**src/rtl/bignum_addsub_unit.sv**
```systemverilog
`default_nettype none
// =============================================================================
// Module      : bignum_addsub_unit
// Description : Multi-word add/subtract over a shared SRAM port, LS word first,
//               with top-word masking and carry/borrow reporting.
// Revision    : 2.0 - subtract mode, read latency, masking, busy, carry out
// =============================================================================
module bignum_addsub_unit #(
  parameter int ADRBW  = 20,
  parameter int WRDBW  = 16,
  parameter int VARBW  = 17,
  parameter int RD_LAT = 0
) (
  input  logic             clk,
  input  logic             rst_n,
  input  logic             i_valid,
  input  logic             i_sub,
  input  logic [VARBW-1:0] i_varsize,
  input  logic [ADRBW-1:0] i_aaddr,
  input  logic [ADRBW-1:0] i_baddr,
  input  logic [ADRBW-1:0] i_raddr,
  input  logic [WRDBW-1:0] i_rdata,
  output logic             o_wen,
  output logic [ADRBW-1:0] o_addr,
  output logic [WRDBW-1:0] o_wdata,
  output logic             o_busy,
  output logic             o_done,
  output logic             o_carry
);

  localparam int               c_rbw      = $clog2(WRDBW + 1);
  localparam logic [VARBW-1:0] c_wrdbw_v  = VARBW'(WRDBW);
  localparam logic [VARBW-1:0] c_one_v    = VARBW'(1);
  localparam logic             c_lat_last = (RD_LAT != 0);

  localparam logic [2:0] c_st_idle = 3'd0;
  localparam logic [2:0] c_st_rd_a = 3'd1;
  localparam logic [2:0] c_st_rd_b = 3'd2;
  localparam logic [2:0] c_st_wr   = 3'd3;
  localparam logic [2:0] c_st_fin  = 3'd4;

  logic [2:0]       r_state;
  logic             r_sub;
  logic [ADRBW-1:0] r_aaddr;
  logic [ADRBW-1:0] r_baddr;
  logic [ADRBW-1:0] r_raddr;
  logic [VARBW-1:0] r_last;
  logic [VARBW-1:0] r_idx;
  logic [c_rbw-1:0] r_rem;
  logic             r_lat;
  logic             r_carry;
  logic             r_cout;
  logic [WRDBW-1:0] r_a;
  logic [WRDBW-1:0] r_b;

  logic             w_top;
  logic [WRDBW-1:0] w_mask;
  logic [WRDBW-1:0] w_opa;
  logic [WRDBW-1:0] w_opb;
  logic [WRDBW:0]   w_sum;
  logic             w_cnext;
  logic [ADRBW-1:0] w_off;
  logic             w_lat_done;
  logic [VARBW-1:0] w_last_in;
  logic [c_rbw-1:0] w_rem_in;

  assign w_last_in  = (i_varsize - c_one_v) / c_wrdbw_v;
  assign w_rem_in   = c_rbw'(i_varsize % c_wrdbw_v);
  assign w_off      = ADRBW'(r_idx);
  assign w_lat_done = (r_lat == c_lat_last);

  // B is inverted before masking so the bits above the operand size stay zero
  // and the borrow lands on sum bit r_rem.
  assign w_top   = (r_idx == r_last) && (r_rem != '0);
  assign w_mask  = w_top ? ~({WRDBW{1'b1}} << r_rem) : {WRDBW{1'b1}};
  assign w_opa   = r_a & w_mask;
  assign w_opb   = (r_sub ? ~r_b : r_b) & w_mask;
  assign w_sum   = {1'b0, w_opa} + {1'b0, w_opb} + {{WRDBW{1'b0}}, r_carry};
  assign w_cnext = w_top ? w_sum[r_rem] : w_sum[WRDBW];

  always_ff @(posedge clk or negedge rst_n) begin
    if (!rst_n) begin
      r_state <= c_st_idle;
      r_sub   <= 1'b0;
      r_aaddr <= '0;
      r_baddr <= '0;
      r_raddr <= '0;
      r_last  <= '0;
      r_idx   <= '0;
      r_rem   <= '0;
      r_lat   <= 1'b0;
      r_carry <= 1'b0;
      r_cout  <= 1'b0;
      r_a     <= '0;
      r_b     <= '0;
    end else begin
      case (r_state)
        c_st_idle: begin
          if (i_valid) begin
            r_cout <= 1'b0;
            if (i_varsize == '0) begin
              r_state <= c_st_fin;
            end else begin
              r_sub   <= i_sub;
              r_aaddr <= i_aaddr;
              r_baddr <= i_baddr;
              r_raddr <= i_raddr;
              r_last  <= w_last_in;
              r_rem   <= w_rem_in;
              r_idx   <= '0;
              r_lat   <= 1'b0;
              r_carry <= i_sub;
              r_state <= c_st_rd_a;
            end
          end
        end
        c_st_rd_a: begin
          if (w_lat_done) begin
            r_a     <= i_rdata;
            r_lat   <= 1'b0;
            r_state <= c_st_rd_b;
          end else begin
            r_lat <= r_lat + 1'b1;
          end
        end
        c_st_rd_b: begin
          if (w_lat_done) begin
            r_b     <= i_rdata;
            r_lat   <= 1'b0;
            r_state <= c_st_wr;
          end else begin
            r_lat <= r_lat + 1'b1;
          end
        end
        c_st_wr: begin
          r_carry <= w_cnext;
          if (r_idx == r_last) begin
            // Subtract reports borrow, the inverse of the final carry.
            r_cout  <= w_cnext ^ r_sub;
            r_state <= c_st_fin;
          end else begin
            r_idx   <= r_idx + c_one_v;
            r_state <= c_st_rd_a;
          end
        end
        c_st_fin: r_state <= c_st_idle;
        default:  r_state <= c_st_idle;
      endcase
    end
  end

  always_comb begin
    o_wen   = 1'b0;
    o_addr  = '0;
    o_wdata = '0;
    o_busy  = 1'b0;
    o_done  = 1'b0;
    case (r_state)
      c_st_rd_a: begin
        o_addr = r_aaddr + w_off;
        o_busy = 1'b1;
      end
      c_st_rd_b: begin
        o_addr = r_baddr + w_off;
        o_busy = 1'b1;
      end
      c_st_wr: begin
        o_wen   = 1'b1;
        o_addr  = r_raddr + w_off;
        o_wdata = w_sum[WRDBW-1:0] & w_mask;
        o_busy  = 1'b1;
      end
      c_st_fin: o_done = 1'b1;
      default: ;
    endcase
  end

  assign o_carry = r_cout;

endmodule
`default_nettype wire

```
**config.mk**
```make
export PLATFORM = sky130hd
export DESIGN_NAME = bignum_addsub_unit
export DESIGN_NICKNAME = d
export VERILOG_FILES = /design/src/rtl/bignum_addsub_unit.sv
export SDC_FILE = /design/constraint.sdc
export NUM_CORES = 1
export LEC_CHECK = 0
export CAP_MARGIN = 30
export CORE_ASPECT_RATIO = 0.9
export CORE_MARGIN = 2
export CORE_UTILIZATION = 35
export DETAILED_ROUTE_END_ITERATION = 10
export GPL_TIMING_DRIVEN = 0
export PLACE_DENSITY = 0.55
export SLEW_MARGIN = 20
export SYNTH_ARGS = -nofsm -noshare
export SYNTH_HDL_FRONTEND = slang
export SYNTH_SLANG_ARGS = --single-unit
```
**constraint.sdc**
```tcl
create_clock -name clk -period 9.75 [get_ports clk]
set_clock_uncertainty 0.15 [all_clocks]
set_input_delay 0.975 -clock clk [delete_from_list [all_inputs] [get_ports clk]]
set_output_delay 0.975 -clock clk [all_outputs]
set_load 0.01 [all_outputs]
```
==> results_dict.tcl, run 1 <==
set metrics [dict create \
    status "complete, no violations" \
    synthXorXnorAreaFrac_pct 7.99 \
    fp.dieW_microns 168 \
    ys_ff_latch 132 \
    pre_cts_ws_ns 3.11 \
    clk_root_buffer_cell "clkbuf_16" \
    maxCapViolCount 0 \
    postCtsHoldBufs 0 \
    async_reset_ff_share_pct 100 \
    p_leak_uw 0.00480 \
    tightest_slew_ns 0.978 \
    avgSynthCellArea_sq_um 9.81 \
    powerDensity_nw_per_um2 131 \
    grtUsageTotal_pct 18.8 \
    synth-simple-area-share_pct 17.8 \
    die_height_microns 151 \
    synthMuxAreaShare_pct 15.3 \
    synth_edf_count 0 \
    rows 53 \
    drive_above_1_share_pct 15.5 \
    rsz0062_at_grt "no" \
    netlist_area_sq_um 8440 \
    fmax_mhz 140 \
    io_pins 137 \
    antenna_found_initial 2 \
    slew_headroom_pct 34.8 \
    maxSlewViolCount 0 \
    crit_end "o_wdata[15]" \
    cts_max_level 4 \
    port_buffers 136 \
    ys_warn_count 0 \
    layout_commonest_cell "clkdlybuf4s50_1" \
    fin_ws_ns 2.59 \
    start_util_pct 35.9 \
    critical_path_class "reg -> out" \
    first_iter_violations 411 \
    yosysUniqueCellTypes 66 \
    numCtsBuffers 17 \
    startpoint "r_idx[13]" \
    dpl.hpwl_mm 17.8 \
    routedWlPerCell_microns 17.6 \
    via_per_inst 5.23 \
    syn_inst 860 \
    fin_crit_ns 7.16 \
    grt_pass1_vias 6808 \
    synth_top_family_by_area "simple AND/OR/NAND/NOR gates" \
    hold_violations 0 \
    grt_max_degree 71 \
    tritoncts "built" \
    cts_setup_buffers 0 \
    final_cell_mix "135 x clkdlybuf4s50_1, 132 x dfrtp_1, 95 x mux2_2" \
    path_clk_slew_ns 0.06 \
    end_kind "primary output" \
    vias 6971 \
    ir_worst_vdd_v 0.000104 \
    cp-start-kind "flop" \
    rrSetupSlack_ns 4.07 \
    fin_crit_sh_pct 73.5 \
    r2r_end "o_carry" \
    drc 0 \
    tns_ns 0 \
    worst_ep_arrival_time_ns 6.04 \
    core_area_sq_um 23500 \
    grt_first_pass_wirelength_mm 37.0 \
    synth_compound_area_share_pct 11.4 \
    syn_nets 993 \
    routed_wl_mm 23.5 \
    setup_viol 0 \
    drt_pass1_iterations 5 \
    grt_overflow_total 0 \
    total_power_uw 1420 \
    synthAdderAreaFrac_pct 5.60 \
    crit_fanout 5 \
    min_from "r_a[15]" \
    postCtsResizedCells 0 \
    gp_congestion 0.890 \
    r2r-start "r_idx[13]" \
    final_antenna_net_count 0 \
    syn_to_final_growth_pct 28.7 \
    die_area_sq_um 25400 \
    clkLatencyLatePin_ns 0.43 \
    clock_sinks 132 \
    ys.flop_type "dfrtp_1" \
    nets 1150 \
    hold_class "reg -> reg" \
    crit_required_ns 8.63 \
    clock_path_buffers 2 \
    ys_seq_area_share_pct 39.1 \
    r2r_cells 17 \
]
[through the flow]
step	instance area (sq um)	hold WS (ns)	std cells	utilization, %
6_report	10900	0.352	1334	46.2
5_1_grt	10900	0.359	1334	46.2
3_5_place_dp	10200	0.338	1300	43.4
2_1_floorplan	8440	0.322	860	-
3_3_place_gp	10200	0.336	1298	43.2
4_1_cts	10900	0.353	1332	46.1
[layout make-up]
| class | count | area [sq um] |
|---|---|---|
| fill | 2290 | 12700 |
| multi-input combinational | 672 | 4900 |
| sequential | 132 | 3300 |
| timing repair buffer | 138 | 1400 |
| clock buffer | 17 | 425 |
| tap | 302 | 378 |
| clock inverter | 15 | 219 |
| buffer | 39 | 170 |
| inverter | 17 | 63.8 |
| antenna | 2 | 5.00 |
[critical path, stage by stage, from the launching register on]
cell             delay, ns
dfrtp_1               0.43
or4_1                 0.59
nor4_1                0.38
nand4_1               0.34
nor3_1                0.66
nand2b_1              0.23
o21ai_0               0.35
inv_1                 0.09
ha_1                  0.30
a21oi_1               0.09
o2111ai_1             0.47
and4_1                0.33
nor3_1                0.08
nor3_1                0.24
xnor2_1               0.17
nor3_1                0.26
clkdlybuf4s50_1       0.59
[metal layers]
layer / share of wire, % / track usage (%) / routed length [microns] / vias to the layer above
li1: - / - / - / 3400
met1: 50 / 27.2 / 11900 / 3398
met2: 44 / 28.8 / 10400 / 152
met3: 3.6 / 3.29 / 836 / 21
met4: 1.5 / 5.13 / 342 / 0
met5: 0 / 0 / 0 / -
[cell families (layout without fill, tap and decap cells)]
logic type | Yosys count | after routing
DFF | 132 | 132
other | 0 | 2
muxes | 117 | 117
adders and majority gates | 36 | 36
AOI/OAI and AO/OA | 152 | 152
buffers and inverters | 56 | 226
and+or+nand+nor | 290 | 290
xor gates and xnor gates | 77 | 77
[flip-flops by register name, indices dropped and copies added, names as in the netlist, 3 cells and up]
name and flops:
r_a 16, r_last 13, r_b 16, r_aaddr 20, r_idx 17, r_raddr 20
r_state 3, r_baddr 20, r_rem 4
[report_power, final]
group	switching [uW]	leakage [uW]	internal, uW
registers	4.53	0.00174	555
clock network	279	0.000310	437
logic	67.1	0.00275	75.8
[synthesized netlist by cell type (4+ instances only)]
cell type / instances / share of area (%)
nor3_1: 33 / 2.0
a31oi_1: 6 / 0.44
nor2_1: 91 / 4.0
nor2b_1: 16 / 1.2
or3_1: 11 / 0.82
a21oi_1: 51 / 3.0
and3_1: 12 / 0.89
o21a_1: 6 / 0.53
a21o_1: 9 / 0.80
mux2i_1: 22 / 2.6
buf_2: 13 / 0.77
nand2_1: 44 / 2.0
or4_1: 4 / 0.36
xnor2_1: 40 / 4.2
and4_1: 4 / 0.42
clkbuf_1: 22 / 0.98
mux2_2: 95 / 13
nand2b_1: 14 / 1.0
nand3_1: 15 / 0.89
nor4_1: 7 / 0.52
or2_2: 6 / 0.44
a211oi_1: 5 / 0.44
dfrtp_1: 132 / 39
inv_1: 16 / 0.71
xor2_1: 37 / 3.8
o21ai_0: 42 / 2.5
and2_1: 14 / 1.0
ha_1: 33 / 4.9
[how the worst min path moves through the flow]
stage / slack [ns] / depth (start not counted) / endpoint
after floorplan: 0.32 / 1 / r_a[3]
after global placement: 0.34 / 1 / r_a[13]
after detailed placement: 0.34 / 1 / r_a[9]
after CTS: 0.35 / 1 / r_a[9]
after global routing: 0.36 / 1 / r_a[15]
final: 0.35 / 1 / r_a[15]
Power figures use the tool's default switching activity.
==> run 2, diff against run 1 <==
==> constraint.sdc (replaced) <==
create_clock -name clk -period 6.8 [get_ports clk]
set_clock_uncertainty 0.15 [all_clocks]
set_input_delay 0.68 -clock clk [delete_from_list [all_inputs] [get_ports clk]]
set_output_delay 0.68 -clock clk [all_outputs]
set_load 0.01 [all_outputs]
==> results_dict.tcl, run 2 (synthesis results as in run 1) <==
set metrics [dict create \
    tritoncts "built" \
    gp_congestion 0.890 \
    ir_worst_vdd_v 0.000150 \
    grt_first_pass_wirelength_mm 37.0 \
    nets 1151 \
    routedWlPerCell_microns 17.5 \
    cts_max_level 4 \
    postCtsHoldBufs 0 \
    tightest_slew_ns 0.958 \
    path_clk_slew_ns 0.07 \
    clk_root_buffer_cell "clkbuf_16" \
    final_antenna_net_count 0 \
    clock_sinks 132 \
    drive_above_1_share_pct 16.1 \
    grt_max_degree 71 \
    cp-start-kind "flop" \
    start_util_pct 35.9 \
    fin_crit_ns 6.43 \
    clock_path_buffers 2 \
    grt_overflow_total 0 \
    antenna_found_initial 2 \
    fp.dieW_microns 168 \
    die_height_microns 151 \
    status "complete, no violations" \
    rsz0062_at_grt "no" \
    rows 53 \
    crit_required_ns 5.97 \
    r2r_end "o_carry" \
    routed_wl_mm 23.4 \
    first_iter_violations 434 \
    fin_crit_sh_pct 94.6 \
    p_leak_uw 0.00482 \
    clkLatencyLatePin_ns 0.43 \
    numCtsBuffers 17 \
    end_kind "primary output" \
    drt_pass1_iterations 5 \
    grt_pass1_vias 6816 \
    syn_to_final_growth_pct 29.0 \
    r2r-start "r_idx[13]" \
    rrSetupSlack_ns 1.47 \
    slew_headroom_pct 36.1 \
    fmax_mhz 155 \
    total_power_uw 2030 \
    maxSlewViolCount 0 \
    grtUsageTotal_pct 18.8 \
    maxCapViolCount 0 \
    vias 6978 \
    setup_viol 0 \
    io_pins 137 \
    drc 0 \
    reg_top3 "r_aaddr: 20 flops, r_baddr: 20 flops, r_raddr: 20 flops" \
    die_area_sq_um 25400 \
    critical_path_class "reg -> out" \
    hold_ws_ns 0.0721 \
    powerDensity_nw_per_um2 187 \
    hold_violations 0 \
    fill_cells 2289 \
    core_area_sq_um 23500 \
    via_per_inst 5.23 \
    r2r_cells 18 \
    port_buffers 136 \
    layout_commonest_cell "clkdlybuf4s50_1" \
    worst_ep_arrival_time_ns 5.60 \
    crit_fanout 10 \
    fin_util_pct 46.3 \
    hold_class "in -> async" \
    final_cell_mix "135 x clkdlybuf4s50_1, 132 x dfrtp_1, 95 x mux2_2" \
    dpl.hpwl_mm 17.8 \
]
==> run 2: critical path: stages, from the launching register on <==
cell	delay (ns)
dfrtp_1	0.43
or4_1	0.60
nor4_1	0.39
nand4_1	0.20
clkbuf_2	0.26
or3_1	0.46
a21oi_1	0.24
nor2b_1	0.08
ha_1	0.28
clkbuf_1	0.29
o21ai_1	0.17
nand2b_1	0.20
and4_1	0.27
nor3_1	0.07
nor3_1	0.24
xnor2_1	0.16
nor3_1	0.26
clkdlybuf4s50_1	0.59
==> run 2: layout make-up <==
| cell class | count | area (sq um) | share of cell area [%] |
|---|---|---|---|
| antenna | 2 | 5.00 | 0.0460 |
| buffer | 39 | 174 | 1.60 |
| clock buffer | 17 | 425 | 3.91 |
| clock inverter | 15 | 219 | 2.01 |
| inverter | 17 | 63.8 | 0.586 |
| multi-input combinational | 672 | 4910 | 45.1 |
| sequential | 132 | 3300 | 30.3 |
| tap | 302 | 378 | 3.47 |
| timing repair buffer | 139 | 1410 | 12.9 |
==> run 2: how the worst max path moves through the flow <==
stage                          start     endpoint
final                      r_idx[13]  o_wdata[15]
after global routing      r_state[0]   o_addr[18]
after CTS                  r_idx[13]  o_wdata[15]
after detailed placement   r_idx[13]  o_wdata[15]
after global placement         rst_n  r_raddr[15]
after floorplan            r_idx[13]  o_wdata[15]
==> run 2: where the power goes <==
part           internal [uW]  switching, uW
Combinational            109           96.5
Clock                    627            400
Sequential               796           6.46
==> run 2: metrics by stage <==
| stage | TNS (ns) | area, sq um | setup slack (ns) | std cells |
|---|---|---|---|---|
| after floorplan | 0 | 8440 | 2.04 | 860 |
| after CTS | 0 | 10900 | 0.208 | 1333 |
| after detailed placement | 0 | 10200 | 0.453 | 1300 |
| final | 0 | 10900 | 0.369 | 1335 |
| after global placement | -99.46 | 10200 | -0.768 | 1298 |
| after global routing | 0 | 10900 | 0.0360 | 1335 |
==> run 2: what timing repair did <==
action / CTS / global route
resized for setup: 1 / 9
endpoints found under the hold margin: 0 / 0
endpoints found under the setup margin: 1 / 6
buffers inserted: 1 / 0
pin swaps: 1 / 0
==> run 2: routing by layer <==
metal | routed length [microns] | up-vias | part of all wire, % | track usage [%]
li1 | - | 3403 | - | -
met1 | 11800 | 3396 | 50 | 27.2
met2 | 10400 | 152 | 44 | 28.8
met3 | 856 | 27 | 3.7 | 3.29
met4 | 374 | 0 | 1.6 | 5.13
met5 | 0 | - | 0 | 0
